<file path="src/rtl/lsu_pkg.sv">
// Shared definitions for the load/store unit: FSM state encoding, RV32I
// funct3 width codes, response error codes and the request legality check.
package lsu_pkg;

  typedef enum logic [1:0] {
    IDLE = 2'd0,
    RD   = 2'd1,
    WR   = 2'd2,
    RESP = 2'd3
  } lsu_state_t;

  localparam logic [2:0] F3_B  = 3'b000;
  localparam logic [2:0] F3_H  = 3'b001;
  localparam logic [2:0] F3_W  = 3'b010;
  localparam logic [2:0] F3_BU = 3'b100;
  localparam logic [2:0] F3_HU = 3'b101;

  localparam logic [1:0] ERR_OK       = 2'b00;
  localparam logic [1:0] ERR_MISALIGN = 2'b01;
  localparam logic [1:0] ERR_ILLEGAL  = 2'b10;
  localparam logic [1:0] ERR_RANGE    = 2'b11;

  // Classify a request; illegal width beats misalignment beats range.
  function automatic logic [1:0] check_req(input logic       is_store,
                                           input logic [2:0] f3,
                                           input logic [1:0] addr_lo,
                                           input logic       out_of_range);
    logic legal;
    legal = (f3 == F3_B) || (f3 == F3_H) || (f3 == F3_W) ||
            (!is_store && ((f3 == F3_BU) || (f3 == F3_HU)));
    if (!legal)
      return ERR_ILLEGAL;
    else if (((f3[1:0] == 2'b01) && addr_lo[0]) ||
             ((f3[1:0] == 2'b10) && (addr_lo != 2'b00)))
      return ERR_MISALIGN;
    else if (out_of_range)
      return ERR_RANGE;
    else
      return ERR_OK;
  endfunction

endpackage

</file>
<file path="src/rtl/lsu_lane_align.sv">
// Combinational lane logic: extracts and extends the addressed byte/halfword
// of a memory word for loads, and merges store data into a word for SB/SH.
module lsu_lane_align
  import lsu_pkg::*;
(
  input  logic [31:0] mem_word,
  input  logic [1:0]  addr_lo,
  input  logic [2:0]  funct3,
  input  logic [31:0] store_data,
  output logic [31:0] load_data,
  output logic [31:0] merged_word
);

  logic [7:0]  byte_val;
  logic [15:0] half_val;

  assign byte_val = mem_word[{addr_lo, 3'b000} +: 8];
  assign half_val = addr_lo[1] ? mem_word[31:16] : mem_word[15:0];

  // Width selection and sign/zero extension of the extracted lane.
  always_comb begin
    load_data = mem_word;
    case (funct3)
      F3_B:    load_data = {{24{byte_val[7]}}, byte_val};
      F3_BU:   load_data = {24'd0, byte_val};
      F3_H:    load_data = {{16{half_val[15]}}, half_val};
      F3_HU:   load_data = {16'd0, half_val};
      default: load_data = mem_word;
    endcase
  end

  // Each byte lane either keeps the old memory byte or takes store data.
  for (genvar gi = 0; gi < 4; gi++) begin : g_lane
    localparam logic [1:0] LANE = 2'(gi);
    logic       lane_sel;
    logic [7:0] lane_src;
    assign lane_sel = (funct3[1:0] == 2'b00) ? (addr_lo == LANE) :
                      (funct3[1:0] == 2'b01) ? (addr_lo[1] == LANE[1]) : 1'b1;
    assign lane_src = (funct3[1:0] == 2'b10) ? store_data[8*gi +: 8] :
                      ((funct3[1:0] == 2'b01) && LANE[0]) ? store_data[15:8] :
                      store_data[7:0];
    assign merged_word[8*gi +: 8] = lane_sel ? lane_src : mem_word[8*gi +: 8];
  end

endmodule

</file>
<file path="src/rtl/load_store_unit.sv">
// RV32I load/store unit in front of a word-wide, combinational-read data
// memory. Sub-word stores are done as read-modify-write.
module load_store_unit
  import lsu_pkg::*;
#(
  parameter int ADDR_BITS = 14
) (
  input  logic        clk,
  input  logic        rst,
  input  logic        req_valid,
  output logic        req_ready,
  input  logic        req_is_store,
  input  logic [2:0]  req_funct3,
  input  logic [31:0] req_addr,
  input  logic [31:0] req_wdata,
  output logic        resp_valid,
  output logic [31:0] resp_rdata,
  output logic [1:0]  resp_err,
  output logic [31:0] mem_addr,
  output logic [31:0] mem_write_data,
  output logic        mem_read,
  output logic        mem_write,
  input  logic [31:0] mem_read_data
);

  lsu_state_t  state_reg, state_next;
  logic [31:0] addr_reg;
  logic [31:0] wdata_reg;
  logic [2:0]  funct3_reg;
  logic        is_store_reg;
  logic [31:0] wr_word_reg;
  logic [31:0] resp_rdata_reg;
  logic [1:0]  resp_err_reg;

  logic        out_of_range;
  logic [1:0]  req_err;
  logic        accept;
  logic [31:0] load_data;
  logic [31:0] merged_word;

  assign out_of_range = (req_addr >> ADDR_BITS) != 32'd0;
  assign req_err      = check_req(req_is_store, req_funct3, req_addr[1:0], out_of_range);
  assign accept       = req_valid && (state_reg == IDLE);
  assign resp_rdata   = resp_rdata_reg;
  assign resp_err     = resp_err_reg;

  lsu_lane_align u_lane_align (
    .mem_word    (mem_read_data),
    .addr_lo     (addr_reg[1:0]),
    .funct3      (funct3_reg),
    .store_data  (wdata_reg),
    .load_data   (load_data),
    .merged_word (merged_word)
  );

  // State register; reset abandons any in-flight access immediately.
  always_ff @(posedge clk or posedge rst) begin
    if (rst) state_reg <= IDLE;
    else     state_reg <= state_next;
  end

  // Next-state and memory/handshake outputs, all decoded from the state.
  always_comb begin
    state_next     = state_reg;
    req_ready      = 1'b0;
    resp_valid     = 1'b0;
    mem_read       = 1'b0;
    mem_write      = 1'b0;
    mem_addr       = 32'd0;
    mem_write_data = 32'd0;
    case (state_reg)
      IDLE: begin
        req_ready = 1'b1;
        if (req_valid) begin
          if (req_err != ERR_OK)                          state_next = RESP;
          else if (!req_is_store || (req_funct3 != F3_W)) state_next = RD;
          else                                            state_next = WR;
        end
      end
      RD: begin
        mem_read   = 1'b1;
        mem_addr   = {addr_reg[31:2], 2'b00};
        state_next = is_store_reg ? WR : RESP;
      end
      WR: begin
        mem_write      = 1'b1;
        mem_addr       = {addr_reg[31:2], 2'b00};
        mem_write_data = wr_word_reg;
        state_next     = RESP;
      end
      RESP: begin
        resp_valid = 1'b1;
        state_next = IDLE;
      end
      default: state_next = IDLE;
    endcase
  end

  // Request capture, RMW merge capture and response registers; the response
  // registers only change on the edge that enters RESP.
  always_ff @(posedge clk or posedge rst) begin
    if (rst) begin
      addr_reg       <= 32'd0;
      wdata_reg      <= 32'd0;
      funct3_reg     <= 3'd0;
      is_store_reg   <= 1'b0;
      wr_word_reg    <= 32'd0;
      resp_rdata_reg <= 32'd0;
      resp_err_reg   <= ERR_OK;
    end else begin
      if (accept) begin
        addr_reg     <= req_addr;
        wdata_reg    <= req_wdata;
        funct3_reg   <= req_funct3;
        is_store_reg <= req_is_store;
        wr_word_reg  <= req_wdata;
        if (req_err != ERR_OK) begin
          resp_rdata_reg <= 32'd0;
          resp_err_reg   <= req_err;
        end
      end
      if (state_reg == RD) begin
        if (is_store_reg) begin
          wr_word_reg <= merged_word;
        end else begin
          resp_rdata_reg <= load_data;
          resp_err_reg   <= ERR_OK;
        end
      end
      if (state_reg == WR) begin
        resp_rdata_reg <= 32'd0;
        resp_err_reg   <= ERR_OK;
      end
    end
  end

endmodule

</file>
<file path="config.mk">
export PLATFORM = sky130hd
export DESIGN_NAME = load_store_unit
export DESIGN_NICKNAME = d
export VERILOG_FILES = /design/src/rtl/lsu_pkg.sv /design/src/rtl/lsu_lane_align.sv /design/src/rtl/load_store_unit.sv
export SDC_FILE = /design/constraint.sdc
export NUM_CORES = 1
export LEC_CHECK = 0
export BUFFER_PORTS_ARGS = -buffer_cell sky130_fd_sc_hd__buf_4
export CORE_UTILIZATION = 53
export DETAILED_ROUTE_END_ITERATION = 10
export PLACE_DENSITY_LB_ADDON = 0.2
export SLEW_MARGIN = 20
export SYNTH_ARGS = -nofsm -noshare
export SYNTH_HDL_FRONTEND = slang
export SYNTH_SLANG_ARGS = --single-unit
</file>
<file path="constraint.sdc">
create_clock -name clk -period 5.37 [get_ports clk]
set_input_delay 0.537 -clock clk [delete_from_list [all_inputs] [get_ports clk]]
set_output_delay 0.537 -clock clk [all_outputs]
set_load 0.02 [all_outputs]
</file>
### Word level (Yosys, flattened, before mapping)

Index checks and enable logic that the tools add are counted.

| word-level totals | value |
|---|---|
| register bits | 136 |

| cells by class | value |
|---|---|
| equality and inequality tests | 19 |
| shifts and indexed selects | 1 |
| mux-type cells | 43 |
| bitwise logic cells | 1 |
| reductions and logical operators | 20 |

Operators by type and width:

| cell | count |
|---|---|
| 32-bit two-way mux | 10 |
| 32-bit one-hot mux with 4 select lines | 1 |
| 8-bit two-way mux | 8 |
| 32-bit nonzero test | 1 |
| 32-bit by 6-bit variable part select with 8-bit output | 1 |
| 2-bit two-way mux | 11 |
| 16-bit two-way mux | 1 |
| 2-bit == test, second input constant | 6 |
| 3-bit == test, second input constant | 4 |
| 1-bit two-way mux | 11 |
| 2-bit by 1-bit == test with 1-bit output, second input constant | 4 |
| 2-bit one-hot mux with 4 select lines | 1 |
| 3-bit by 1-bit == test with 1-bit output, second input constant | 2 |
| 2-bit logical NOT | 3 |
| 3-bit logical NOT | 2 |
| 1-bit logical OR | 6 |
| 1-bit logical AND | 4 |
| 2-bit nonzero test | 2 |
| 3-bit by 2-bit == test with 1-bit output, second input constant | 1 |
| 3-bit by 2-bit inequality test with 1-bit output, second input constant | 1 |
| 2-bit inequality test, second input constant | 1 |
| 2-bit OR reduction | 1 |
| 1-bit logical NOT | 1 |
| 1-bit NOT | 1 |

### Logic depth before layout (Yosys ltp)

| logic depth | value |
|---|---|
| depth after elaboration | 11 |
| gate-level depth with buffers | 8 |

### Hierarchy

A second synthesis with hierarchy kept.

| unflattened totals | value |
|---|---|
| cell total of the unflattened synthesis | 935 |
| area, all modules | 8,476.9 um2 |

By module, submodules not included:

| module | times used | cells each | area an instance (um2) | seq. area each (um2) |
|---|---|---|---|---|
| load_store_unit | 1 | 733 | 6,685.2 | 3,403.3 |
| lsu_lane_align | 1 | 202 | 1,791.7 | 0.0 |

### Least setup slack after synthesis

Ideal clock, no wire load.

| timing | value |
|---|---|
| path kind | input-to-reg |
| start | in req_addr[0] |
| end | reg state_reg[0] |
| library setup time | 0.131 ns |
| data arrival time | 2.083 ns |
| required time | 5.239 ns |
| path slack | 3.155 ns |
| stages on the path | 4 |
| cells stage by stage | or4_4 -> a2111oi_4 -> o21ai_4 -> or3_1 |

| between the ends | value |
|---|---|
| longest elaborated chain between the ends | 9 |
| elaborated cells between the ends (all ways) | 10 |

Ends and longest elaborated chain:

| what | RTL line | source |
|---|---|---|
| from (decl) | load_store_unit.sv:14 | `input logic [31:0] req_addr,` |
| 2-bit nonzero test | lsu_pkg.sv:34 | `((f3[1:0] == 2'b10) && (addr_lo != 2'b00)))` |
| 1-bit logical AND | lsu_pkg.sv:34 |  |
| 1-bit logical OR * | lsu_pkg.sv:33 | `else if (((f3[1:0] == 2'b01) && addr_lo[0]) \|\|` |
| 2-bit two-way mux * | lsu_pkg.sv:33 |  |
| 2-bit two-way mux * | lsu_pkg.sv:31 | `if (!legal)` |
| 2-bit nonzero test * | load_store_unit.sv:75 | `if (req_err != ERR_OK) state_next = RESP;` |
| 2-bit two-way mux * | load_store_unit.sv:75 |  |
| 2-bit two-way mux * | load_store_unit.sv:74 | `if (req_valid) begin` |
| 2-bit one-hot mux with 4 select lines * | load_store_unit.sv:71 | `case (state_reg)` |
| to (signal assigned) | load_store_unit.sv:59 | `else state_reg <= state_next;` |
| to (decl) | load_store_unit.sv:26 | `lsu_state_t state_reg, state_next;` |

Mark *: on every way between the ends. The rest lies on a longest branch, timed or not. The select of a mux whose other input is x is not followed.
A chain may end at the register's enable or synchronous reset.

### Final worst setup path

| timing | value |
|---|---|
| start | reg state_reg[1] |
| end | reg resp_rdata_reg[15], in the netlist resp_rdata[15] |

| between the ends | value |
|---|---|
| longest elaborated chain between the ends | 6 |
| elaborated cells between the ends (all ways) | 8 |

Ends and longest elaborated chain:

| what | RTL line | source |
|---|---|---|
| 2-bit logical NOT | load_store_unit.sv:43 | `assign accept = req_valid && (state_reg == IDLE);` |
| 1-bit logical AND | load_store_unit.sv:43 |  |
| 32-bit two-way mux | load_store_unit.sv:111 | `if (accept) begin` |
| 32-bit two-way mux | load_store_unit.sv:123 | `if (is_store_reg) begin` |
| 32-bit two-way mux | load_store_unit.sv:122 | `if (state_reg == RD) begin` |
| 32-bit two-way mux * | load_store_unit.sv:130 | `if (state_reg == WR) begin` |
| to (signal assigned) | load_store_unit.sv:126 | `resp_rdata_reg <= load_data;` |
| to (decl) | load_store_unit.sv:32 | `logic [31:0] resp_rdata_reg;` |

Mark *: on every way between the ends. The rest lies on a longest branch, timed or not.

==> summary.md <==
| Metric | Value |
|---|---|
| Post-Synth XOR/XNOR Area | 0.234% |
| Number of buffers inserted during clock tree synthesis | 17 |
| Maximum resistive drop on vdd | 387 uV |
| Count of filler cells inserted in the layout | 1,131 |
| Sort of element at the end of the critical path | flop |
| Largest delay contributor family on the critical path | simple AND/OR/NAND/NOR gates |
| Power density over the cells | 647 nW/um2 |
| Final Hold Viols | 0 |
| Data arrival at the endpoint of the critical path | 3640 ps |
| Adder and majority cell fraction of the synthesized area | 0.670% |
| Nets | 1,103 |
| Mean instance size in the synthesized netlist | 8.99 um2 |
| Multiplexer share of the synthesized area | 9.53% |
| Slowest stage cell, crit path | sky130_fd_sc_hd__ha_1 |
| Sink count of the clock tree | 136 |
| Static leakage | 4.90 nW |
| H-tree depth reported by CTS | 4 |
| Synthesized-area fraction occupied by and/or/nand/nor cells | 24.8% |
| Number of vias after detailed routing | 6,955 |
| Number of buffers added to fix hold violations after cts | 0 |
| DRC violations left | 0 |
| Sum of net half-perimeters after detailed placement | 15,400 um |
| Yosys warns | 0 |
| Crit start category | flop |
| Result of the run | finished clean |
| Clock tree skew after final layout | 5.81 ps |
| I/O pin count | 205 |
| Total global routing overflow | 0 |
| Synthesized instance count | 831 |
| Worst slew slack as a fraction of its limit | 27.1% |
| Total core area | 13,800 um2 |
| Cell Count, Final, Fillers Out | 1,186 |
| DRT iter0 DRCs | 801 |
| Most common library cell in the layout ignoring fill and taps | sky130_fd_sc_hd__nand2_1 |
| Met1 usage in global routing | 42.9% |
| Proportion of synthesized chip area in sequential cells | 45.5% |
| Floorplan die height | 121 um |
| Area share of the largest cell type after synthesis | 45.5% |
| Final weighted congestion in routability-driven placement | 0.919 |
| Layout overhead on the synthesized area | 27.8% |
| Number of flops mapped to enable cells by yosys | 0 |
| Die width | 121 um |
| Cell taking the most area after synthesis | sky130_fd_sc_hd__dfrtp_1 |
| Number of vias per cell | 5.86 |
| Path class of the lowest-slack min-delay path | in -> async |
| Synth Area in Compound Gates | 15.0% |
| Total of flip-flops plus latches after synthesis | 136 |
| Number of cell instances on the worst register-to-register path | 6 |
| Standard-cell rows | 43 |
| Worst-case register-to-register setup slack | 2070 ps |
| Post-route fraction of the period consumed by the critical path | 61.5% |
| Final number of max-transition violations | 0 |
| Number of distinct library cells after synthesis | 52 |
| Proportion of register bits with asynchronous set or reset after synthesis | 100% |
| Routed wire length | 22,500 um |
| Global-route wire length before repair | 34,700 um |
| Port Buf Inserts | 202 |
| Share of final-layout standard cells stronger than drive strength 1 | 27.8% |
| Most crowded layer after global routing | met2 |
| Maximum buffer depth of the clock tree | 2 |
| Worst EP required | 5710 ps |
| Post-CTS repair timing setup buffer count | 0 |
| Reg-to-reg startpoint | state_reg[1] |
| Netlist Area Pre-Place | 7470 um2 |
| Cell at the root of the clock tree | sky130_fd_sc_hd__clkbuf_16 |
| Setup Viol. Count Final | 0 |
| Highest clock rate | 303 MHz |
| Number of cells upsized or downsized after cts | 0 |
| Overall routing resource usage | 31.3% |
| CP Cell Sequence | inv_1 > ha_1 > nand2b_1 > nor2_1 > o21ai_0 > o2bb2ai_1 |
| Most frequent cells in the layout | sky130_fd_sc_hd__nand2_1, sky130_fd_sc_hd__buf_4, sky130_fd_sc_hd__dfrtp_1 |
| Met3 global-route usage | 8.11% |
| Worst path buffer plus inverter count | 1 |
| Worst reg2reg path endpoint | resp_rdata[15] |
| Die Area | 14,600 um2 |
| Via count of the first global-routing pass | 6,558 |
| Post-DRT Antenna Nets | 0 |
| Initial antenna violation count | 0 |
| Combinational family with the most area after synthesis | simple AND/OR/NAND/NOR gates |
| Cell types with the largest area share after synthesis | sky130_fd_sc_hd__dfrtp_1, sky130_fd_sc_hd__nand2_1, sky130_fd_sc_hd__and2_1 |
| Largest incremental delay on the critical path | 840 ps |
| Clk slew on worst S/H paths | 60 ps |
| Mean routed wirelength per cell | 19.0 um |
| Initial core utilization | 54.0% |
| Number of placed cells counting well taps | 1,157 |
| Critical path fanouts, max | 24 |
| TritonCTS clock tree | yes |
| Post-route minimum period | 3300 ps |
| Dominant synthesized flop cell | sky130_fd_sc_hd__dfrtp_1 |
| Global-route track usage on met2 | 47.4% |
| Kind of critical path | reg -> reg |
| Largest net degree at the start of global routing | 84 |
| Maxcap violations | 0 |
| Slew @ Worst Pin | 1090 ps |
| Total inserted antenna cells | 0 |
| Setup total negative slack | 0 ps |
| Clock latency of the later-clocked register in the worst-skew pair | 420 ps |
| Length of the first detailed-routing pass in iterations | 6 |
| Unrepaired setup endpoints after global routing | false |
-- per-stage QoR --
step                power (mW)  area (um2)  hold slack (ps)  utilization, %  worst slack (ps)
floorplan                 4.02        7480              437               -              1190
global placement          5.03        9030              450            65.3              2310
detailed placement        5.09        9030              455            65.3              2190
CTS                       6.16        9540              226            69.0              2110
global route              6.53        9550              249            69.1              1880
finish                    6.18        9550              204            69.1              2070
-- per-layer routing --
layer	vias up	wire length [um]
li1	3171	-
met1	3371	9390
met2	368	10400
met3	45	2100
met4	0	621
met5	-	0
-- cell type report --
class                           instances  area, um2  area share, %
Timing Repair Buffer                  210       1580           16.5
Tap cell                              180        225           2.36
Clock buffer                           25        495           5.19
Multi-Input combinational cell        617       3770           39.5
Inverter                               14       57.6          0.603
Sequential cell                       136       3400           35.6
Clock inverter                          4       20.0          0.210
-- worst max path at each step --
stage,start,end,slack [ps],depth (start not counted)
5_1_grt,state_reg[1],resp_rdata[15],1880,6
6_report,state_reg[1],resp_rdata[15],2070,6
2_1_floorplan,rst,addr_reg[0],1190,1
4_1_cts,state_reg[1],resp_rdata[15],2110,6
3_3_place_gp,state_reg[1],resp_rdata[15],2310,6
3_5_place_dp,state_reg[1],resp_rdata[15],2190,6
-- synthesized netlist by cell type (all sizes together) (13+ instances only) --
| cell type | n |
|---|---|
| and3 | 25 |
| nand2b | 23 |
| clkbuf | 52 |
| nand2 | 249 |
| a211oi | 13 |
| mux2i | 34 |
| a21oi | 16 |
| mux2 | 29 |
| inv | 14 |
| dfrtp | 136 |
| and2 | 64 |
| o21ai | 25 |
| buf | 13 |
-- power by group --
part           leakage [nW]  switching (mW)  internal (mW)  total [mW]
sequential             1.71           0.379           1.48        1.86
clock                 0.259           0.416          0.628        1.04
combinational          2.93            1.87           1.40        3.27
-- cells by family after synthesis --
kind of cell	after synthesis
flip-flops	136
AO/OA/AOI/OAI	145
buffers and inverters	79
multiplexers	65
XOR/XNOR	2
other	1
AND/OR/NAND/NOR	399
adder cells (fa/ha/maj)	4
No activity file was read; power rests on OpenSTA's default activity.
